### src/rtl/decode_stage.sv
// decode_stage -- RV64 instruction decode with a registered hand-off to execute.
//
// Decodes R / I-ALU / LD / SD / BEQ, reads the register file asynchronously
// through rf_rs1/rf_rs2, bypasses the writeback port onto the operands and
// holds the decoded entry in one output register until execute accepts it.
// A load-use hazard against the held entry inserts a bubble.
//
// Handshakes (both strict valid/ready):
//   if_valid/id_ready : an instruction transfers on a rising edge where both
//                       are high; upstream keeps if_instr/if_pc stable until then.
//   ex_valid/ex_ready : the held entry leaves on a rising edge where both are
//                       high; until then every ex_* output holds.
//
// Ports:
//   clk, reset            clock, synchronous active-high reset
//   if_valid, if_instr,   upstream instruction and its PC
//   if_pc, id_ready       id_ready = instruction accepted this cycle
//   rf_rs1, rf_rs2        register-file read addresses (combinational)
//   rf_rdata1, rf_rdata2  register-file read data
//   wb_we, wb_rd, wb_data writeback port, bypassed onto the operands
//   ex_ready, flush       execute accepts the entry / kill the entry
//   ex_*                  registered decoded entry for execute
module decode_stage #(
    parameter int XLEN = 64
) (
    input  logic            clk,
    input  logic            reset,
    input  logic            if_valid,
    input  logic [31:0]     if_instr,
    input  logic [XLEN-1:0] if_pc,
    output logic            id_ready,
    output logic [4:0]      rf_rs1,
    output logic [4:0]      rf_rs2,
    input  logic [XLEN-1:0] rf_rdata1,
    input  logic [XLEN-1:0] rf_rdata2,
    input  logic            wb_we,
    input  logic [4:0]      wb_rd,
    input  logic [XLEN-1:0] wb_data,
    input  logic            ex_ready,
    input  logic            flush,
    output logic            ex_valid,
    output logic [XLEN-1:0] ex_pc,
    output logic [XLEN-1:0] ex_op1,
    output logic [XLEN-1:0] ex_op2,
    output logic [XLEN-1:0] ex_imm,
    output logic [4:0]      ex_rd,
    output logic [4:0]      ex_rs1,
    output logic [4:0]      ex_rs2,
    output logic            ex_reg_write,
    output logic            ex_mem_read,
    output logic            ex_mem_write,
    output logic            ex_branch,
    output logic            ex_alu_src,
    output logic            ex_mem_to_reg,
    output logic            ex_illegal,
    output logic [1:0]      ex_alu_op
);

    localparam logic [6:0] OP_R  = 7'b0110011;
    localparam logic [6:0] OP_I  = 7'b0010011;
    localparam logic [6:0] OP_LD = 7'b0000011;
    localparam logic [6:0] OP_ST = 7'b0100011;
    localparam logic [6:0] OP_BR = 7'b1100011;

    typedef struct packed {
        logic            valid;
        logic [XLEN-1:0] pc;
        logic [XLEN-1:0] op1;
        logic [XLEN-1:0] op2;
        logic [XLEN-1:0] imm;
        logic [4:0]      rd;
        logic [4:0]      rs1;
        logic [4:0]      rs2;
        logic            reg_write;
        logic            mem_read;
        logic            mem_write;
        logic            branch;
        logic            alu_src;
        logic            mem_to_reg;
        logic            illegal;
        logic [1:0]      alu_op;
    } entry_t;

    entry_t ex_q;
    entry_t dec;

    logic [6:0] opcode;
    logic [2:0] funct3;
    logic [4:0] rs1;
    logic [4:0] rs2;
    logic       uses_rs2;
    logic       hazard;
    logic       advance;

    logic [XLEN-1:0] imm_i;
    logic [XLEN-1:0] imm_s;
    logic [XLEN-1:0] imm_b;

    assign opcode = if_instr[6:0];
    assign funct3 = if_instr[14:12];
    assign rs1    = if_instr[19:15];
    assign rs2    = if_instr[24:20];
    assign rf_rs1 = rs1;
    assign rf_rs2 = rs2;

    assign imm_i = {{(XLEN-12){if_instr[31]}}, if_instr[31:20]};
    assign imm_s = {{(XLEN-12){if_instr[31]}}, if_instr[31:25], if_instr[11:7]};
    assign imm_b = {{(XLEN-13){if_instr[31]}}, if_instr[31], if_instr[7],
                    if_instr[30:25], if_instr[11:8], 1'b0};

    // Only R, S and B formats actually read rs2; I-type bits [24:20] are
    // immediate bits and must not raise a false load-use stall.
    assign uses_rs2 = (opcode == OP_R) || (opcode == OP_ST) || (opcode == OP_BR);

    assign hazard = ex_q.valid && ex_q.mem_read && (ex_q.rd != 5'd0) &&
                    ((ex_q.rd == rs1) || ((ex_q.rd == rs2) && uses_rs2));

    assign advance  = !ex_q.valid || ex_ready;
    assign id_ready = !reset && advance && !hazard && !flush;

    // Decode, immediate generation and operand bypass for the incoming word.
    always_comb begin
        dec            = '0;
        dec.valid      = 1'b1;
        dec.pc         = if_pc;
        dec.rs1        = rs1;
        dec.rs2        = rs2;
        dec.rd         = if_instr[11:7];

        // x0 reads as zero; a matching writeback overrides stale RF data.
        if (rs1 == 5'd0)                    dec.op1 = '0;
        else if (wb_we && (wb_rd == rs1))   dec.op1 = wb_data;
        else                                dec.op1 = rf_rdata1;

        if (rs2 == 5'd0)                    dec.op2 = '0;
        else if (wb_we && (wb_rd == rs2))   dec.op2 = wb_data;
        else                                dec.op2 = rf_rdata2;

        case (opcode)
            OP_R: begin
                dec.reg_write = 1'b1;
                dec.alu_op    = 2'b10;
            end
            OP_I: begin
                dec.reg_write = 1'b1;
                dec.alu_src   = 1'b1;
                dec.alu_op    = 2'b10;
                dec.imm       = imm_i;
            end
            OP_LD: begin
                if (funct3 == 3'b011) begin
                    dec.reg_write  = 1'b1;
                    dec.mem_read   = 1'b1;
                    dec.alu_src    = 1'b1;
                    dec.mem_to_reg = 1'b1;
                    dec.imm        = imm_i;
                end else begin
                    dec.illegal = 1'b1;
                end
            end
            OP_ST: begin
                if (funct3 == 3'b011) begin
                    dec.mem_write = 1'b1;
                    dec.alu_src   = 1'b1;
                    dec.imm       = imm_s;
                    dec.rd        = 5'd0;
                end else begin
                    dec.illegal = 1'b1;
                end
            end
            OP_BR: begin
                if (funct3 == 3'b000) begin
                    dec.branch = 1'b1;
                    dec.alu_op = 2'b01;
                    dec.imm    = imm_b;
                    dec.rd     = 5'd0;
                end else begin
                    dec.illegal = 1'b1;
                end
            end
            default: dec.illegal = 1'b1;
        endcase
    end

    // Reset beats flush beats load/hold. A bubble clears the whole entry,
    // so stale operands never ride along with ex_valid=0.
    always_ff @(posedge clk) begin
        if (reset || flush) begin
            ex_q <= '0;
        end else if (advance) begin
            if (if_valid && id_ready) ex_q <= dec;
            else                      ex_q <= '0;
        end
    end

    assign ex_valid      = ex_q.valid;
    assign ex_pc         = ex_q.pc;
    assign ex_op1        = ex_q.op1;
    assign ex_op2        = ex_q.op2;
    assign ex_imm        = ex_q.imm;
    assign ex_rd         = ex_q.rd;
    assign ex_rs1        = ex_q.rs1;
    assign ex_rs2        = ex_q.rs2;
    assign ex_reg_write  = ex_q.reg_write;
    assign ex_mem_read   = ex_q.mem_read;
    assign ex_mem_write  = ex_q.mem_write;
    assign ex_branch     = ex_q.branch;
    assign ex_alu_src    = ex_q.alu_src;
    assign ex_mem_to_reg = ex_q.mem_to_reg;
    assign ex_illegal    = ex_q.illegal;
    assign ex_alu_op     = ex_q.alu_op;

endmodule

### config.mk
export PLATFORM = sky130hd
export DESIGN_NAME = decode_stage
export DESIGN_NICKNAME = d
export VERILOG_FILES = /design/src/rtl/decode_stage.sv
export SDC_FILE = /design/constraint.sdc
export NUM_CORES = 1
export LEC_CHECK = 0
export ABC_AREA = 1
export BUFFER_PORTS_ARGS = -buffer_cell sky130_fd_sc_hd__buf_2
export CAP_MARGIN = 30
export CORE_AREA = 2 2 229 231
export CTS_CLUSTER_DIAMETER = 60
export DETAILED_ROUTE_END_ITERATION = 10
export DIE_AREA = 0 0 231 233
export SYNTH_ARGS = -nofsm -noshare
export SYNTH_HDL_FRONTEND = slang
export SYNTH_SLANG_ARGS = --single-unit
### constraint.sdc
create_clock -name clk -period 4.32 [get_ports clk]
set_input_delay 0.648 -clock clk [delete_from_list [all_inputs] [get_ports clk]]
set_output_delay 0.648 -clock clk [all_outputs]
set_load 0.02 [all_outputs]
==> impl_results.md <==
* Pwr Density at 333 mW/mm^2
* WL final at around 52 mm
* Max_cap viols at 0
* Critical R2R Launch: ex_rd[0]$_SDFFE_PP0N_
* Crit path kind: in -> out
* Critical path endpoint category: output port
* Post-synth EDFFs at 0
* Sequential area share after synthesis at about 36%
* Power Total at about 5.6 mW
* Status: finished clean
* Post-Place Cells at 3,095
* RSZ-0062 raised after global routing: false
* TritonCTS clock tree: yes
* Die Area at 0.0538 sq mm
* Pleak at 8.64 nW
* Vias per cell at about 4.6
* Synth async-reset ratio at 0%
* Drt drc at 0
* Met3 usage at approximately 5.6%
* Final Wtd Congestion at a little over 0.8
* Largest net degree at the start of global routing at about 140
* Post-CTS setup buffers at 0
* Final ANT Viol Nets at 0
* Die X at 231 um
* Port bufs at between 500 and 600
* Row count at 83
* Die height at around 230 um
* Synth cell types at 21
* CTS H-tree depth at 2
* Non-Filler Instances at between 3,000 and 4,000
* Area contributors post-synth: dfxtp_1 36%, nand2_1 17%, nand4_1 12%, nor2_1 9.1%, a21oi_1 9.0%
* Crit path cell chain: buf_2, or2_4, nor2_4, a21boi_1, buf_2
* Most frequent cell after synthesis: nand2_1
* Clk_lat worst skew at ~0.53 ns
* Final Slew Violations at 0
* Fin area at between 0.015 and 0.02 sq mm
* Setup TNS Final at 0 ns
* Clk sinks at about 230
* Worst R2R End: ex_op1[18]$_SDFFE_PP0N_
* M2 GR Usage at 29.5%
* R2R Setup Slk at 1.98 ns
* Fin crit period at between 2 and 3 ns
* I/O pin total at 591
* First-pass GRT wire length at ~78 mm
* Fmax at between 0.3 and 0.4 GHz
* M1 GR Usage at a little under a quarter
* Top cell type's share of synthesized area at 35.9%
* Final setup fails at 0
* Beginning of the critical path: flush
* Initial core utilization at between 20% and 30%
* Synth warnings at 0
* Initial DRC count at between 900 and 1,000
* WP data arrival at about 2.2 ns
* Crit path top cell by count: buf_2
* Seq. cell area at between 0.004 and 0.005 sq mm
* Largest stage delay, worst path at around 0.56 ns
* Vias at 14,606
* CTS Buf Count at 34
* Most instantiated cells after synthesis: 572 x nand2_1, 309 x nor2_1, 239 x nand4_1, 229 x a21oi_1, 228 x dfxtp_1
* Clock slew at reported path FFs at approximately 0.060 ns
* Worst-path maximum fanout at 26
* Dominant synthesized flop cell: dfxtp_1
* Clock buffer depth at 3
* Core area at roughly 0.051 sq mm
* Hold_buf cts at 0
* Crit share post-route at 65.2%
* Fraction of layout cells with a size suffix above 1 at roughly 28%
* Max VDD drop at between 0.2 and 0.3 mV
* Root Buffer Master: clkbuf_16
* Global route overflow at 0
* Final Hold Viols at 0
* Measured slew at the worst slew-check pin at just over 1 ns
* Multi-input logic area at roughly 0.0063 sq mm
* CP endpoint: id_ready
* CP max-delay cell: nor2_4
* Synth area leader: dfxtp_1
* Global route hottest layer: met2
* Area delta synth->final at 32.1%
* Placed inst area at 0.0156 sq mm
* Skew final at around 0.021 ns
* Cell count after synthesis at about 2,000
* WL/cell at ~17 um
* Filler Cell Count at just under 6,000
* Post-cts gate resize count at 0
* HP Class: in -> reg
* Total global-route track usage at approximately 18%
* Number of global-route vias before repair at about 13,000
* Initial antenna violation count at 9
* Worst relative slew slack at about 31%
* Req. time, crit path at between 3 and 4 ns
* Avg Cell Area, Syn at about 6.2 sq um
* Mapped Area at about 0.013 sq mm
* Net Count, Synth at around 2,300
* FF+latch count, synth at about 230
* Nets at around 2,800
* Hold slack at between 0.3 and 0.4 ns
* DR pass1 iterations at 5
* Reg2Reg Depth at 9
* HPWL after DPL at roughly 36 mm
* Crit start category: primary input
how the worst min path moves through the flow:
stage	start	cells after the start	to	slack, ns
after floorplan	ex_alu_op[1]$_SDFFE_PP0N_	2	ex_alu_op[1]$_SDFFE_PP0N_	0.55
after detailed placement	ex_op1[8]$_SDFFE_PP0N_	2	ex_op1[8]$_SDFFE_PP0N_	0.45
after CTS	if_pc[9]	3	ex_pc[9]$_SDFFE_PP0N_	0.35
final	if_pc[9]	3	ex_pc[9]$_SDFFE_PP0N_	0.39
after global routing	if_pc[11]	3	ex_pc[11]$_SDFFE_PP0N_	0.37
after global placement	ex_pc[14]$_SDFFE_PP0N_	2	ex_pc[14]$_SDFFE_PP0N_	0.45
area by class of cell:
class	count	share of cell area, %
inverter	174	3.89
tap	680	5.07
antenna	4	0.0596
timing repair buffer	617	19.6
clock buffer	44	5.95
clock inverter	16	0.842
multi-input combinational	1396	37.4
sequential	228	27.2
registers in the layout, summed over array words and instances, names as in the netlist, 2 cells and up:
name	cells
ex_alu_op	2
ex_rs2	5
ex_rs1	5
ex_rd	5
ex_op1	64
ex_imm	13
ex_pc	64
ex_op2	64
metal layers:
metal	vias up	wire (um)
met3	96	4680
met4	8	1440
met2	523	24300
li1	7349	-
met1	6630	21900
met5	-	44
through the flow:
step | utilization [%] | worst slack [ns]
5_1_grt | 32.9 | 1.43
3_5_place_dp | 30.6 | 1.40
2_1_floorplan | - | 1.98
3_3_place_gp | 30.6 | 1.46
4_1_cts | 32.8 | 1.49
6_report | 32.9 | 1.50
cells by family (layout without fill, tap and decap cells):
| family | Yosys count | in the layout | share of synthesized area, % |
|---|---|---|---|
| buf+inv | 411 | 851 | 15.2 |
| other cells | 0 | 4 | 0 |
| xor+xnor | 6 | 6 | 0.413 |
| compound gates | 236 | 236 | 9.31 |
| simple gates | 1154 | 1154 | 39.2 |
| flops | 228 | 228 | 35.9 |
layout by cell type, fill, tap and decap left out, types with 5 or more instances in the layout:
cell type    n
nor2_1     307
clkbuf_16   35
clkinv_2     6
buf_12       9
nand3_1     24
buf_2      589
clkbuf_8    10
buf_4       17
nand2_1    571
inv_1      170
nand4_1    239
dfxtp_1    228
inv_6        5
a21oi_1    229
critical path: cells and delay by family:
family	cells	cell delay, ns
AND/OR/NAND/NOR	2	0.93
buffers and inverters	2	0.32
AO/OA/AOI/OAI	1	0.26
power breakdown:
group / total (mW) / switching, mW / internal [mW] / leakage [nW]
combinational: 0.638 / 0.410 / 0.228 / 6.23
clock: 2.81 / 1.10 / 1.71 / 0.569
sequential: 2.14 / 0.0111 / 2.12 / 1.84
total: 5.59 / 1.53 / 4.06 / 8.64
(Power assumes the default switching activity.)
